## src/rtl/rs_latch_driver_if.sv

```systemverilog
// ---------------------------------------------------------------------------
// rs_latch_driver_if
//   Bundles the command handshake, the latch drive/sense pins and the
//   result/status signals of rs_latch_driver.
//
//   Handshake: a command transfers on a rising Clk edge where cmd_valid and
//   cmd_ready are both 1. cmd_ready depends on the driver state only, never
//   on cmd_valid. Commands offered while cmd_ready is 0 are not queued; the
//   source must keep cmd_valid and cmd_op stable until the transfer edge.
//
//   slave  : the driver block (consumes commands, drives the latch).
//   master : the command source plus latch (drives commands and latch_q).
//
//   Signals
//     cmd_valid, cmd_op[1:0]   command strobe and opcode (00 hold, 01 set,
//                              10 reset, 11 illegal)
//     cmd_ready                driver idle
//     latch_clk/r/s            gate enable and R/S inputs of the latch
//     latch_q                  latch output, asynchronous to Clk
//     done, match, q_sampled   completion pulse, compare result, sampled Q
//     illegal                  pulse for a rejected op 11
//     err_count[CNT_W-1:0]     saturating mismatch count
//     state_dbg[2:0]           current FSM state, for debug and checkers
// ---------------------------------------------------------------------------
interface rs_latch_driver_if #(
    parameter int CNT_W = 8
) ();
    logic             cmd_valid;
    logic             cmd_ready;
    logic [1:0]       cmd_op;
    logic             latch_clk;
    logic             latch_r;
    logic             latch_s;
    logic             latch_q;
    logic             done;
    logic             match;
    logic             q_sampled;
    logic             illegal;
    logic [CNT_W-1:0] err_count;
    logic [2:0]       state_dbg;

    modport slave (
        input  cmd_valid,
        input  cmd_op,
        input  latch_q,
        output cmd_ready,
        output latch_clk,
        output latch_r,
        output latch_s,
        output done,
        output match,
        output q_sampled,
        output illegal,
        output err_count,
        output state_dbg
    );

    modport master (
        output cmd_valid,
        output cmd_op,
        output latch_q,
        input  cmd_ready,
        input  latch_clk,
        input  latch_r,
        input  latch_s,
        input  done,
        input  match,
        input  q_sampled,
        input  illegal,
        input  err_count,
        input  state_dbg
    );
endinterface

```

## src/rtl/rs_latch_driver.sv

```systemverilog
// ---------------------------------------------------------------------------
// rs_latch_driver
//   Initiator for a gated RS latch. Accepts hold/set/reset commands, drives
//   R/S and the gate enable with fixed setup, pulse and hold timing, waits
//   for the latch output to settle through a 2-flop synchronizer, samples Q
//   and compares it with the expected latch state. Mismatches are counted in
//   a saturating counter.
//
//   Timeline (accept edge ends cycle 0):
//     cycle 1                    SETUP   R/S driven, gate low
//     cycles 2 .. PULSE_W+1      DRIVE   gate high
//     cycle PULSE_W+2            HOLD    gate low, R/S still held
//     next SETTLE+2 cycles       SETTLE  R = S = 0, synchronizer catches up
//     cycle PULSE_W+SETTLE+5     SAMPLE  done, match, q_sampled valid
//
//   Ports
//     Clk     system clock, rising edge
//     Resetn  asynchronous active-low reset
//     bus     rs_latch_driver_if.slave (command, latch pins, status)
// ---------------------------------------------------------------------------
module rs_latch_driver #(
    parameter int PULSE_W = 4,
    parameter int SETTLE  = 2,
    parameter int CNT_W   = 8
) (
    input  logic             Clk,
    input  logic             Resetn,
    rs_latch_driver_if.slave bus
);

    localparam int CW = $clog2(PULSE_W + SETTLE + 3);

    typedef enum logic [2:0] {
        ST_IDLE   = 3'd0,
        ST_SETUP  = 3'd1,
        ST_DRIVE  = 3'd2,
        ST_HOLD   = 3'd3,
        ST_SETTLE = 3'd4,
        ST_SAMPLE = 3'd5
    } state_t;

    state_t           state_q,       state_d;
    logic [CW-1:0]    cnt_q,         cnt_d;
    logic [1:0]       op_q,          op_d;
    logic             latch_clk_q,   latch_clk_d;
    logic             latch_r_q,     latch_r_d;
    logic             latch_s_q,     latch_s_d;
    logic             done_q,        done_d;
    logic             match_q,       match_d;
    logic             q_sampled_q,   q_sampled_d;
    logic             illegal_q,     illegal_d;
    logic [CNT_W-1:0] err_q,         err_d;
    logic             exp_q,         exp_d;
    logic             exp_valid_q,   exp_valid_d;
    logic             sync1_q,       sync1_d;
    logic             sync2_q,       sync2_d;

    logic expected;
    logic skip_cmp;
    logic accept;

    assign accept = bus.cmd_valid && (state_q == ST_IDLE);

    always_comb begin
        state_d     = state_q;
        cnt_d       = cnt_q;
        op_d        = op_q;
        latch_clk_d = latch_clk_q;
        latch_r_d   = latch_r_q;
        latch_s_d   = latch_s_q;
        done_d      = 1'b0;
        match_d     = match_q;
        q_sampled_d = q_sampled_q;
        illegal_d   = 1'b0;
        err_d       = err_q;
        exp_d       = exp_q;
        exp_valid_d = exp_valid_q;
        sync1_d     = bus.latch_q;
        sync2_d     = sync1_q;

        // Expected latch state for the command in flight; a hold keeps
        // whatever the last set/reset established.
        expected = (op_q == 2'b01) ? 1'b1 :
                   (op_q == 2'b10) ? 1'b0 : exp_q;
        // A hold before any set/reset has nothing to compare against.
        skip_cmp = (op_q == 2'b00) && !exp_valid_q;

        case (state_q)
            ST_IDLE: begin
                if (accept) begin
                    if (bus.cmd_op == 2'b11) begin
                        illegal_d = 1'b1;
                    end else begin
                        op_d      = bus.cmd_op;
                        latch_r_d = bus.cmd_op[1];
                        latch_s_d = bus.cmd_op[0];
                        state_d   = ST_SETUP;
                    end
                end
            end
            ST_SETUP: begin
                latch_clk_d = 1'b1;
                cnt_d       = CW'(PULSE_W - 1);
                state_d     = ST_DRIVE;
            end
            ST_DRIVE: begin
                if (cnt_q == '0) begin
                    latch_clk_d = 1'b0;
                    state_d     = ST_HOLD;
                end else begin
                    cnt_d = cnt_q - 1'b1;
                end
            end
            ST_HOLD: begin
                latch_r_d = 1'b0;
                latch_s_d = 1'b0;
                cnt_d     = CW'(SETTLE + 1);
                state_d   = ST_SETTLE;
            end
            ST_SETTLE: begin
                if (cnt_q == '0) begin
                    // Results are registered on entry so they are visible
                    // during the SAMPLE cycle together with done.
                    state_d     = ST_SAMPLE;
                    done_d      = 1'b1;
                    q_sampled_d = sync2_q;
                    if (skip_cmp) begin
                        match_d = 1'b1;
                    end else begin
                        match_d = (sync2_q == expected);
                        if ((sync2_q != expected) && (err_q != '1)) begin
                            err_d = err_q + 1'b1;
                        end
                    end
                    if (op_q != 2'b00) begin
                        exp_d       = expected;
                        exp_valid_d = 1'b1;
                    end
                end else begin
                    cnt_d = cnt_q - 1'b1;
                end
            end
            ST_SAMPLE: begin
                state_d = ST_IDLE;
            end
            default: begin
                state_d     = ST_IDLE;
                latch_clk_d = 1'b0;
                latch_r_d   = 1'b0;
                latch_s_d   = 1'b0;
            end
        endcase
    end

    always_ff @(posedge Clk or negedge Resetn) begin
        if (!Resetn) begin
            state_q     <= ST_IDLE;
            cnt_q       <= '0;
            op_q        <= 2'b00;
            latch_clk_q <= 1'b0;
            latch_r_q   <= 1'b0;
            latch_s_q   <= 1'b0;
            done_q      <= 1'b0;
            match_q     <= 1'b0;
            q_sampled_q <= 1'b0;
            illegal_q   <= 1'b0;
            err_q       <= '0;
            exp_q       <= 1'b0;
            exp_valid_q <= 1'b0;
            sync1_q     <= 1'b0;
            sync2_q     <= 1'b0;
        end else begin
            state_q     <= state_d;
            cnt_q       <= cnt_d;
            op_q        <= op_d;
            latch_clk_q <= latch_clk_d;
            latch_r_q   <= latch_r_d;
            latch_s_q   <= latch_s_d;
            done_q      <= done_d;
            match_q     <= match_d;
            q_sampled_q <= q_sampled_d;
            illegal_q   <= illegal_d;
            err_q       <= err_d;
            exp_q       <= exp_d;
            exp_valid_q <= exp_valid_d;
            sync1_q     <= sync1_d;
            sync2_q     <= sync2_d;
        end
    end

    assign bus.cmd_ready = (state_q == ST_IDLE);
    assign bus.latch_clk = latch_clk_q;
    assign bus.latch_r   = latch_r_q;
    assign bus.latch_s   = latch_s_q;
    assign bus.done      = done_q;
    assign bus.match     = match_q;
    assign bus.q_sampled = q_sampled_q;
    assign bus.illegal   = illegal_q;
    assign bus.err_count = err_q;
    assign bus.state_dbg = state_q;

endmodule

```

## src/flat_wrapper.sv

```systemverilog
// flat-port wrapper written by rule: the top's interface ports become plain ports
module rs_latch_driver_flat 
#(
    parameter int PULSE_W = 4,
    parameter int SETTLE  = 2,
    parameter int CNT_W   = 8
)
  (Clk, Resetn, bus_cmd_valid, bus_cmd_op, bus_latch_q, bus_cmd_ready, bus_latch_clk, bus_latch_r, bus_latch_s, bus_done, bus_match, bus_q_sampled, bus_illegal, bus_err_count, bus_state_dbg);
  rs_latch_driver_if #(.CNT_W(CNT_W)) bus_i ();
  input  logic Clk;
  input  logic Resetn;
  input wire logic [$bits(bus_i.cmd_valid)-1:0] bus_cmd_valid;
  input wire logic [$bits(bus_i.cmd_op)-1:0] bus_cmd_op;
  input wire logic [$bits(bus_i.latch_q)-1:0] bus_latch_q;
  output wire logic [$bits(bus_i.cmd_ready)-1:0] bus_cmd_ready;
  output wire logic [$bits(bus_i.latch_clk)-1:0] bus_latch_clk;
  output wire logic [$bits(bus_i.latch_r)-1:0] bus_latch_r;
  output wire logic [$bits(bus_i.latch_s)-1:0] bus_latch_s;
  output wire logic [$bits(bus_i.done)-1:0] bus_done;
  output wire logic [$bits(bus_i.match)-1:0] bus_match;
  output wire logic [$bits(bus_i.q_sampled)-1:0] bus_q_sampled;
  output wire logic [$bits(bus_i.illegal)-1:0] bus_illegal;
  output wire logic [$bits(bus_i.err_count)-1:0] bus_err_count;
  output wire logic [$bits(bus_i.state_dbg)-1:0] bus_state_dbg;
  assign bus_i.cmd_valid = bus_cmd_valid;
  assign bus_i.cmd_op = bus_cmd_op;
  assign bus_i.latch_q = bus_latch_q;
  assign bus_cmd_ready = bus_i.cmd_ready;
  assign bus_latch_clk = bus_i.latch_clk;
  assign bus_latch_r = bus_i.latch_r;
  assign bus_latch_s = bus_i.latch_s;
  assign bus_done = bus_i.done;
  assign bus_match = bus_i.match;
  assign bus_q_sampled = bus_i.q_sampled;
  assign bus_illegal = bus_i.illegal;
  assign bus_err_count = bus_i.err_count;
  assign bus_state_dbg = bus_i.state_dbg;
  rs_latch_driver #(.PULSE_W(PULSE_W), .SETTLE(SETTLE), .CNT_W(CNT_W)) u_core (.Clk(Clk), .Resetn(Resetn), .bus(bus_i));
endmodule
```

## config.mk

```make
export PLATFORM = sky130hd
export DESIGN_NAME = rs_latch_driver_flat
export DESIGN_NICKNAME = d
export VERILOG_FILES = /design/src/rtl/rs_latch_driver_if.sv /design/src/rtl/rs_latch_driver.sv /design/src/flat_wrapper.sv
export SDC_FILE = /design/constraint.sdc
export NUM_CORES = 1
export LEC_CHECK = 0
export BUFFER_PORTS_ARGS = -buffer_cell sky130_fd_sc_hd__clkbuf_2
export CORE_UTILIZATION = 40
export CTS_CLUSTER_SIZE = 30
export DETAILED_ROUTE_END_ITERATION = 8
export PLACE_DENSITY = 0.61
export SLEW_MARGIN = 30
export SYNTH_ARGS = -nofsm -noshare
export SYNTH_HDL_FRONTEND = slang
export SYNTH_SLANG_ARGS = --single-unit
```

## constraint.sdc

```tcl
create_clock -name Clk -period 3.4 [get_ports Clk]
set_input_delay 0.51 -clock Clk [delete_from_list [all_inputs] [get_ports Clk]]
set_output_delay 0.51 -clock Clk [all_outputs]
set_load 0.05 [all_outputs]
```

---- After elaboration in Yosys (flattened, before gate mapping) ----
Cells that the tools add are included.
storage, ports and cells
  flip-flop bits (word level) ............. 28
  input bits .............................. 6
  logic and storage cells ................. 81
operators by class
  add/subtract/negate cells ............... 2
  eq/ne operators ......................... 16
  muxes and demuxes ....................... 23
  bitwise gates (word level) .............. 4
  reduce and logical (&&, ||, !) cells .... 21
operator list
  operator                                              count
  one-hot mux 3 bit (5 select lines)                    1
  2-to-1 mux 1 bit                                      13
  2-to-1 mux 3 bit                                      4
  AND reduction 3 bit                                   3
  adder 8 x 1 -> 8 bit (second input constant)          1
  != test 8 bit (second input constant)                 1
  one-hot mux 4 bit (2 select lines)                    1
  AND reduction 4 bit                                   2
  OR reduction 4 bit                                    2
  equality test 3 x 2 -> 1 bit (second input constant)  2
  equality test 3 bit (second input constant)           2
  != test 2 x 1 -> 1 bit (second input constant)        3
  AND reduction 2 bit                                   3
  equality test 2 bit (second input constant)           2
  logical NOT 4 bit                                     1
  2-to-1 mux 4 bit                                      1
  != test 2 bit (second input constant)                 2
  NOT 1 bit                                             4
  one-hot mux 1 bit (2 select lines)                    2
  nonzero test 2 bit                                    2
  OR reduction 2 bit                                    2
  subtractor 4 x 1 -> 4 bit (second input constant)     1
  equality test 3 x 1 -> 1 bit (second input constant)  1
  logical AND 1 bit                                     3
  other kinds (7)                                       7

---- Logic depth before layout (Yosys ltp) ----
Gate-level depths: netlist of run 1.
  depth after elaboration ................. 6
  gate-level depth with buffers ........... 8
  mapped depth without buffers ............ 8

---- Worst setup path before layout of run 1 ----
No wires, ideal clock.
  kind .................................... reg-to-output
  from .................................... reg u_core.state_q[2] (netlist: u_core.bus.state_dbg[2])
  to ...................................... out bus_cmd_ready
  arrival time ............................ 2.048 ns
  data required time ...................... 2.890 ns
  slack ................................... 0.842 ns
  cell stages (with the launch flop) ...... 4
  path buffers ............................ 2
  cells stage by stage .................... dfrtp_1 -> buf_2 -> clkbuf_1 -> nor3_1
between the ends
  cells in the longest elaborated chain, start to end .. 1
RTL lines
  element                 line                    text
  from (decl)             rs_latch_driver.sv:42   state_t state_q, state_d;
  from (signal assigned)  rs_latch_driver.sv:173  state_q <= state_d;
  logical NOT 3 bit       rs_latch_driver.sv:191  assign bus.cmd_ready = (state_q == ST_IDLE);
  to (decl)               flat_wrapper.sv:15      output wire logic [$bits(bus_i.cmd_ready)-1:0] bus_cmd_ready;
No other way between the ends.

---- Worst setup path after layout of run 1 ----
  from .................................... reg u_core.cnt_q[0]
  to ...................................... reg u_core.err_q[1] (netlist: u_core.bus.err_count[1])
between the ends
  cells in the longest elaborated chain, start to end .. 2
RTL lines
  element                               line                    text
  from (decl)                           rs_latch_driver.sv:43   logic [CW-1:0] cnt_q, cnt_d;
  from (signal assigned)                rs_latch_driver.sv:174  cnt_q <= cnt_d;
  logical NOT 4 bit                     rs_latch_driver.sv:121  if (cnt_q == '0) begin
  AND reduction 4 bit (no source line)  n/a
  to (signal assigned)                  rs_latch_driver.sv:183  err_q <= err_d;
  to (decl)                             rs_latch_driver.sv:52   logic [CNT_W-1:0] err_q, err_d;
No other way between the ends.
A chain may end at the register's enable or synchronous reset.

==> impl_metrics.toml, run 1 <==
[outcome]
run_status = "finished clean"

[finish]
fillers = 330
instances_no_fill = 207
syn2layout_area_growth_pct = 14.0
nets = 170
drive_gt1_share_pct = 23.0
antenna_cells = 0

[timing]
drv_slew = 0
setup_ws_ns = 1.19
worstMarginPinSlew_ns = 0.756
finClkSkew_ns = 0.00505
max-slew-margin-rel_pct = 49.6
fin_crit_sh_pct = 64.9
tns_ns = 0
rsz0062_at_grt = "no"
hold_viol_final = 0
max_freq_mhz = 453
layout_min_cycle_time_ns = 2.21
setup_viol = 0

[global_routing]
grt_util_met2_pct = 25.2
grt_pass1_wl_um = 4260
antenna_found_initial = 0
grt-busiest-layer = "met2"
grt_start_max_net_pins = 29
grt.total_usage_pct = 15.4
grt_pass1_vias = 1011
grt_overflow_total = 0
use_met1_pct = 18.8
grt_util_met3_pct = 3.31

[detailed_routing]
viasPerCell = 5.39
drt_first_iter_violations = 42
vias = 1115
wl_um = 2660
firstDrtPassIters = 4
drc = 0
drt-wirelength-per-cell_um = 12.9
postRouteAntennaNets = 0

[critical_path]
worst_setup_path_start_kind = "register"
crit_type = "reg2reg"
crit_arrival_ns = 2.45
critPathRequiredTime_ns = 3.65
path_max_fanout = 8
endpoint_kind = "register"

[yosys]
ys_seq_area_share_pct = 49.2
ys_warn_count = 0
synthDistinctLibCells = 38
yosys.area.top_type = "dfrtp_1"
synth_top_area_share_pct = 49.2
syn_area_per_cell_sq_um = 10.3
synth-seq-cells = 28
syn_nets = 147
syn_area_sq_um = 1430
syn_inst = 139
synthTopCellsByArea = "dfrtp_1 (49%), xnor2_1 (4.3%), nand2_1 (4.0%), nand4_1 (2.6%), nor2_1 (2.4%)"

[clocking]
clkSinkCount = 28
clock_latency_ns = 0.34
cts_buffers = 3
path_clk_slew_ns = 0.15
postCtsSetupBuffers = 0
post_cts_resized = 0
htreeDepth = 1
cts_tree = "built"
cts_root_buf = "clkbuf_4"
cts_buffer_depth = 2
cts_hold_repair.buffers = 0

[die]
io_pins = 25
initial_core_util_pct = 42.4
die_w_um = 61.7
fp-row-count = 21
die-area_sq_um = 3810
dieHeight_um = 61.7
core_sq_um = 3360

[power]
powerDensity_nw_per_um2 = 906
finalPower_mw = 1.47
max-vdd-ir-drop_v = 0.000341
cellLeakagePower_nw = 0.744

[run]
cap_violations = 0

[placement]
dpl.hpwl_um = 1910
dp_slack_ns = 1.19
dpl.cell_count = 203
gp_congestion = 0.843
portBuffers = 24

[worst_hold_path]
hp-class = "in2async"
==> synthesized netlist by cell type <==
cell type	number
dfrtp_1	28
nand2_1	15
nor2_1	9
xnor2_1	7
a21oi_1	6
nand4_1	6
inv_1	5
nor3_1	5
clkbuf_1	4
nand3_1	4
nor2b_1	4
o21ai_0	4
o21bai_1	4
a221oi_1	3
a31oi_1	3
o211ai_1	3
a32oi_1	2
and3_1	2
ha_1	2
mux2_2	2
o21ba_2	2
or3b_2	2
xor2_1	2
a211oi_1	1
a22o_1	1
a22oi_1	1
a2bb2oi_1	1
a311oi_4	1
a32o_1	1
buf_2	1
buf_6	1
nand2b_1	1
nor2_2	1
nor3b_4	1
o2111ai_1	1
o211a_1	1
o32a_1	1
or3_1	1
==> critical path: stages (launching register included) <==
cell and delay, ns:
dfrtp_1 0.44, inv_1 0.12, ha_1 0.22, nor3b_4 0.28, o2111ai_1 0.20, a311oi_4 0.47
mux2_2 0.39
==> cell type report <==
cell class	count	area (sq um)	share of cell area (%)
Clock inverter	1	30.0	1.85
Multi-Input combinational cell	100	674	41.5
Sequential cell	28	701	43.1
Inverter	5	18.8	1.16
Timing Repair Buffer	24	120	7.40
Clock buffer	3	22.5	1.39
Tap cell	46	57.6	3.54
==> cell families after synthesis <==
logic type               Yosys count  share of synthesized area [%]
multiplexers                       2                           1.58
buffers and inverters             11                           3.51
AO/OA/AOI/OAI                     36                           19.8
flip-flops                        28                           49.2
adder cells (fa/ha/maj)            2                           1.76
AND/OR/NAND/NOR                   51                           18.6
XOR/XNOR                           9                           5.53
==> metrics by stage <==
stage / utilization [%] / hold WS, ns / cell area [sq um]
floorplan: - / 0.214 / 1430
global placement: 46.7 / 0.335 / 1570
detailed placement: 46.7 / 0.336 / 1570
CTS: 48.3 / 0.189 / 1620
global route: 48.3 / 0.198 / 1620
finish: 48.3 / 0.172 / 1620
==> cell usage in the layout, fill, tap and decap left out, types with 5 or more instances in the layout <==
cell	n
nand2_1	15
nor2_1	9
nor3_1	5
inv_1	5
clkbuf_2	24
a21oi_1	6
xnor2_1	7
nand4_1	6
dfrtp_1	28
==> state kept, by name, indices dropped and copies added, names as in the netlist, 2 cells and up <==
register and cells:
u_core.bus.state_dbg 3, u_core.op_q 2, u_core.cnt_q 4, u_core.bus.err_count 8
==> final timing paths <==
kind / startpoint / end / slack, ns / cells after the start
worst max register to register: u_core.cnt_q[0] / u_core.bus.err_count[1] / 1.19 / 6
worst max-delay path: u_core.cnt_q[0] / u_core.bus.err_count[1] / 1.19 / 6
worst min-delay path: Resetn / u_core.bus.err_count[2] / 0.17 / 1
worst min register to register: u_core.sync1_q / u_core.sync2_q / 0.37 / 0
max in group asynchronous: Resetn / u_core.cnt_q[2] / 2.80 / 1
min in group Clk: bus_latch_q / u_core.sync1_q / 0.26 / 1
==> report_power, final <==
group	switching [mW]	internal, mW
Sequential	0.173	0.422
Combinational	0.422	0.234
Clock	0.101	0.119
Total	0.696	0.775
==> metal layers <==
| layer | up-vias | routed length, um |
|---|---|---|
| li1 | 553 | - |
| met1 | 535 | 1260 |
| met2 | 22 | 1240 |
| met3 | 5 | 110 |
| met4 | 0 | 51 |
| met5 | - | 0 |
(Power assumes the default switching activity.)
==> run 2: changes to the inputs <==
Settings changed: ABC_AREA set to 1, PLACE_DENSITY 0.61 to 0.64.
Clock period 3.4 ns to 1.83 ns, I/O delays scaled along.
==> impl_metrics.toml, run 2 <==
[detailed_routing]
dr_wl_met3_um = 113
firstDrtPassIters = 4
drc = 0
drt_first_iter_violations = 70
drt-wirelength-per-cell_um = 11.1
wl_met2_um = 1240
wl_met1_um = 1290
vias = 1152
postRouteAntennaNets = 0
viasPerCell = 4.78
dr.max_layer_used = "met4"
wl_um = 2680

[critical_path]
ff2ff_setup_slack_ns = 0.30
critPathMaxStageDelay_ns = 0.43
worstReg2RegStart = "u_core.bus.err_count[0]"
crit_path_top_delay_cell = "dfrtp_1"
endpoint = "bus_cmd_ready"
path_cells = "inv_1 -> nand2_1 -> nor2_4 -> clkbuf_2"
crit_family = "flip-flops"
endpoint_kind = "output port"
rr_endpoint = "u_core.bus.err_count[4]"
worst_setup_path_start_kind = "register"
crit_type = "reg2out"
crit_buf_inv = 2
setup.worst_path.start = "u_core.bus.state_dbg[0]"
reg2regPathDepth = 8
path_max_fanout = 3
path_depth = 4
critPathRequiredTime_ns = 1.56
crit_arrival_ns = 1.40

[timing]
finClkSkew_ns = 0.00192
worstMarginPinSlew_ns = 0.685
setup_viol = 0
rsz0062_at_grt = "no"
layout_min_cycle_time_ns = 1.67
fin_crit_sh_pct = 91.4
tns_ns = 0
max-slew-margin-rel_pct = 54.4
hold_viol_final = 0
drv_slew = 0
max_freq_mhz = 598

[yosys]
yosys.area.top_type = "dfrtp_1"
syn_area_per_cell_sq_um = 8.47
synth-edff-count = 0
syn_area_sq_um = 1410
ys_seq_area_share_pct = 49.8
yosysMostFrequentCell = "nand2_1"
synth_top_family_by_area = "simple AND/OR/NAND/NOR gates"
syn_inst = 166
synthXorXnorAreaFrac_pct = 3.74
synthDistinctLibCells = 23
async_flop_share_pct = 100
synth_compound_area_share_pct = 8.10
ys_warn_count = 0
syn_nets = 174
synth-simple-area-share_pct = 29.6
muxShareOfSynthArea_pct = 0
synth_top_area_share_pct = 49.8
synthTopCellsByArea = "dfrtp_1 (50%), nand2_1 (12%), inv_1 (6.7%), nand3_1 (5.0%), xor2_1 (3.7%)"
synth_fa_ha_area_share_pct = 1.78
synth_common_cells = "nand2_1 (44), dfrtp_1 (28), inv_1 (25), nand3_1 (14), nor2_1 (12)"
synth_ff_type = "dfrtp_1"
synth-seq-cells = 28

[clocking]
cts_tree = "built"
cts_buffer_depth = 2
cts_root_buf = "clkbuf_4"
path_clk_slew_ns = 0.14
clkSinkCount = 28
clock_latency_ns = 0.33
htreeDepth = 1
cts_buffers = 3

[finish]
mostFrequentLayoutCells = "nand2_1 (44), dfrtp_1 (28), inv_1 (25), clkbuf_2 (24), nand3_1 (14)"
seq_area_sq_um = 701
antenna_cells = 0
instances_no_fill = 241
fillers = 336
largest_reg_flops = 8
drive_gt1_share_pct = 20.0
syn2layout_area_growth_pct = 17.6
layout_commonest_cell = "nand2_1"
nets = 204
multi_input_area_sq_um = 616

[global_routing]
grt_overflow_total = 0
antenna_found_initial = 0
grt_pass1_vias = 1122
grt.total_usage_pct = 17.2
grt_pass1_wl_um = 4750
grt_start_max_net_pins = 29

[die]
die_w_um = 61.3
fp-row-count = 21
io_pins = 25
core_sq_um = 3360
dieHeight_um = 61.3
die-area_sq_um = 3760
initial_core_util_pct = 41.8

[placement]
dpl.cell_count = 236
portBuffers = 24
dpl.hpwl_um = 2050
gp_congestion = 0.765

[power]
max-vdd-ir-drop_v = 0.00103
powerDensity_nw_per_um2 = 1490
finalPower_mw = 2.47
cellLeakagePower_nw = 0.891

[outcome]
run_status = "finished clean"

[worst_hold_path]
min_from = "bus_latch_q"
hp-class = "in2reg"

[run]
cap_violations = 0
[run 2: cell count changes after synthesis, sizes merged, moves of 5 or more]
cell / before / now
nor2: 10 / 15
o21ai: 4 / 11
inv: 5 / 26
nand3: 4 / 17
nand2: 15 / 45
xnor2: 7 / 0
[run 2: timing repair]
item,in CTS,in global routing
endpoints found under the hold margin,28,0
buffers inserted,0,0
hold buffers,1,0
gates resized for setup,0,0
[run 2: cells by family (layout without fill, tap and decap cells)]
group           after synthesis  after routing
xor+xnor                      6              6
simple gates                 83             83
flops                        28             28
fa+ha+maj                     2              2
compound gates               21             21
buf+inv                      26             55
[run 2: worst min path at each step]
| stage | endpoint | depth (start not counted) |
|---|---|---|
| 4_1_cts | u_core.sync1_q | 1 |
| 3_3_place_gp | u_core.sync2_q | 0 |
| 2_1_floorplan | u_core.bus.done | 0 |
| 5_1_grt | u_core.sync1_q | 1 |
| 3_5_place_dp | u_core.bus.err_count[3] | 1 |
| 6_report | u_core.sync1_q | 1 |
[run 2: final cells by class]
type / instances / share of cell area, %
clock buffer: 3 / 1.36
clock inverter: 1 / 1.82
sequential: 28 / 42.4
tap: 46 / 3.48
inverter: 26 / 5.90
timing repair buffer: 25 / 7.87
multi-input combinational: 112 / 37.2
[run 2: worst register-to-register path, stage by stage (launching register included)]
cell	delay (ns)
dfrtp_1	0.46
ha_1	0.28
nand2_1	0.08
nor2_1	0.05
nand2_1	0.16
nand3_2	0.12
nor2_4	0.16
nand3_1	0.10
nand2_1	0.07
[run 2: report_power, final]
part	internal [mW]	switching, mW
Combinational	0.292	0.870
Sequential	0.777	0.129
Clock	0.222	0.181
[run 2: routing by layer]
layer	vias to the layer above	track usage, %
li1	587	-
met1	532	22.4
met2	28	28.6
met3	5	3.15
met4	0	6.49
met5	-	0
[run 2: per-stage QoR]
step / instance area, sq um / setup WS [ns] / hold WS (ns) / util (%)
final: 1650 / 0.156 / 0.0360 / 49.2
after global routing: 1650 / 0.0721 / 0.0132 / 49.2
after CTS: 1650 / 0.149 / 0.0302 / 49.2
after detailed placement: 1590 / 0.300 / 0.349 / 47.3
after global placement: 1590 / 0.341 / 0.333 / 47.3
after floorplan: 1410 / 0.143 / -0.0211 / -
==> run 3: changes to the inputs <==
Settings changed: CORE_ASPECT_RATIO set to 0.8.
Clock period 1.83 ns to 1.4 ns, I/O delays scaled along.
==> impl_metrics.toml, run 3 (synthesized netlist as in run 2, its figures left out) <==
[finish]
layout_commonest_cell = "nand2_1"
largest_reg_flops = 8
fillers = 268
syn2layout_area_growth_pct = 39.3
nets = 222
drive_gt1_share_pct = 42.3
mostFrequentLayoutCells = "nand2_1 (33), clkbuf_2 (23), dfrtp_1 (21), inv_1 (20), buf_4 (16)"
multi_input_area_sq_um = 743
antenna_cells = 0
design_area_sq_um = 1960
seq_area_sq_um = 709

[detailed_routing]
viasPerCell = 4.79
vias = 1211
wl_met2_um = 1560
postRouteAntennaNets = 0
drt_first_iter_violations = 25
dr.max_layer_used = "met4"
wl_met1_um = 1450
drc = 0
firstDrtPassIters = 4
drt-wirelength-per-cell_um = 12.2
wl_um = 3090
dr_wl_met3_um = 66

[timing]
layout_min_cycle_time_ns = 1.37
tns_ns = 0
rsz0062_at_grt = "yes"
hold_viol_final = 0
max_freq_mhz = 732
drv_slew = 0
holdWs_ns = 0.0319
fin_crit_sh_pct = 97.6
finClkSkew_ns = 0.00824
max-slew-margin-rel_pct = 77.3
worstMarginPinSlew_ns = 0.340
setup_viol = 0

[placement]
dpl.hpwl_um = 2180
placed_cell_area_sq_um = 1710
portBuffers = 24
gp_congestion = 0.813

[power]
powerDensity_nw_per_um2 = 1960
cellLeakagePower_nw = 1.02
max-vdd-ir-drop_v = 0.00142
finalPower_mw = 3.84

[global_routing]
antenna_found_initial = 0
grt_pass1_wl_um = 4860
grt.total_usage_pct = 17.8
grt_start_max_net_pins = 29
grt_overflow_total = 0
grt_pass1_vias = 1110

[critical_path]
setup.worst_path.start = "u_core.bus.state_dbg[0]"
worstReg2RegStart = "u_core.bus.err_count[1]"
crit_arrival_ns = 1.16
endpoint_kind = "output port"
reg2regPathDepth = 8
crit_type = "reg2out"
critPathRequiredTime_ns = 1.19
ff2ff_setup_slack_ns = 0.06
worst_setup_path_start_kind = "register"
rr_endpoint = "u_core.bus.err_count[7]"
path_max_fanout = 3

[worst_hold_path]
hp-class = "in2reg"
min_from = "bus_latch_q"
min_to = "u_core.sync1_q"
hold_depth = 1

[die]
die_w_um = 68.3
dieHeight_um = 55.0
die-area_sq_um = 3760
core_sq_um = 3220
io_pins = 25
fp-row-count = 18
initial_core_util_pct = 43.7

[clocking]
path_clk_slew_ns = 0.10
cts_buffer_depth = 2
clock_latency_ns = 0.27
htreeDepth = 1
cts_buffers = 3
clkSinkCount = 28
cts_tree = "built"
cts_root_buf = "clkbuf_8"

[run]
cap_violations = 0

[outcome]
run_status = "finished clean"
==> run 3: cell count changes in the layout (fill, tap and decap cells not counted), sizes merged <==
cell	delta
buf	+19
clkbuf	-1
==> run 3: area by class of cell <==
class / instances / share of cell area, %
multi-input combinational: 112 / 37.9
sequential: 28 / 36.2
timing repair buffer: 43 / 14.4
inverter: 26 / 5.24
tap: 40 / 2.55
clock buffer: 3 / 2.11
clock inverter: 1 / 1.53
==> run 3: worst max path at each step <==
stage / to
2_1_floorplan: u_core.bus.latch_r
3_3_place_gp: u_core.bus.err_count[5]
3_5_place_dp: u_core.bus.err_count[4]
4_1_cts: u_core.bus.err_count[5]
5_1_grt: bus_cmd_ready
6_report: bus_cmd_ready
==> run 3: critical path, stage by stage (launching register included) <==
cell and delay (ns):
dfrtp_2 0.45, inv_4 0.09, nand2_4 0.05, nor2_4 0.13, buf_8 0.16
==> run 3: through the flow <==
step | utilization [%] | worst slack [ns] | instances
after detailed placement | 53.1 | 0.0109 | 241
final | 60.8 | 0.0332 | 253
after floorplan | - | -0.0591 | 166
after global placement | 53.1 | 0.0421 | 241
after CTS | 56.9 | 0.00227 | 250
after global routing | 60.8 | -0.0190 | 253
==> run 3: timing repair <==
action                                 in CTS  in global routing
endpoints found under the hold margin      28                  0
hold buffers                                1                  0
setup endpoints to repair                   1                 16
cloned                                      0                  0
pin swaps                                   1                 12
gates resized for setup                     3                 28
buffers inserted                            4                  3
==> run 3: report_power, final <==
part | leakage, nW | total, mW | internal [mW] | switching, mW
sequential | 0.356 | 1.20 | 1.03 | 0.168
combinational | 0.627 | 2.01 | 0.683 | 1.33
clock | 0.0357 | 0.628 | 0.383 | 0.245
==> run 3: per-layer routing <==
metal / track usage [%] / vias up
met4: 3.13 / 0
met5: 0 / -
li1: - / 631
met2: 31.9 / 18
met1: 22.0 / 560
met3: 4.30 / 2
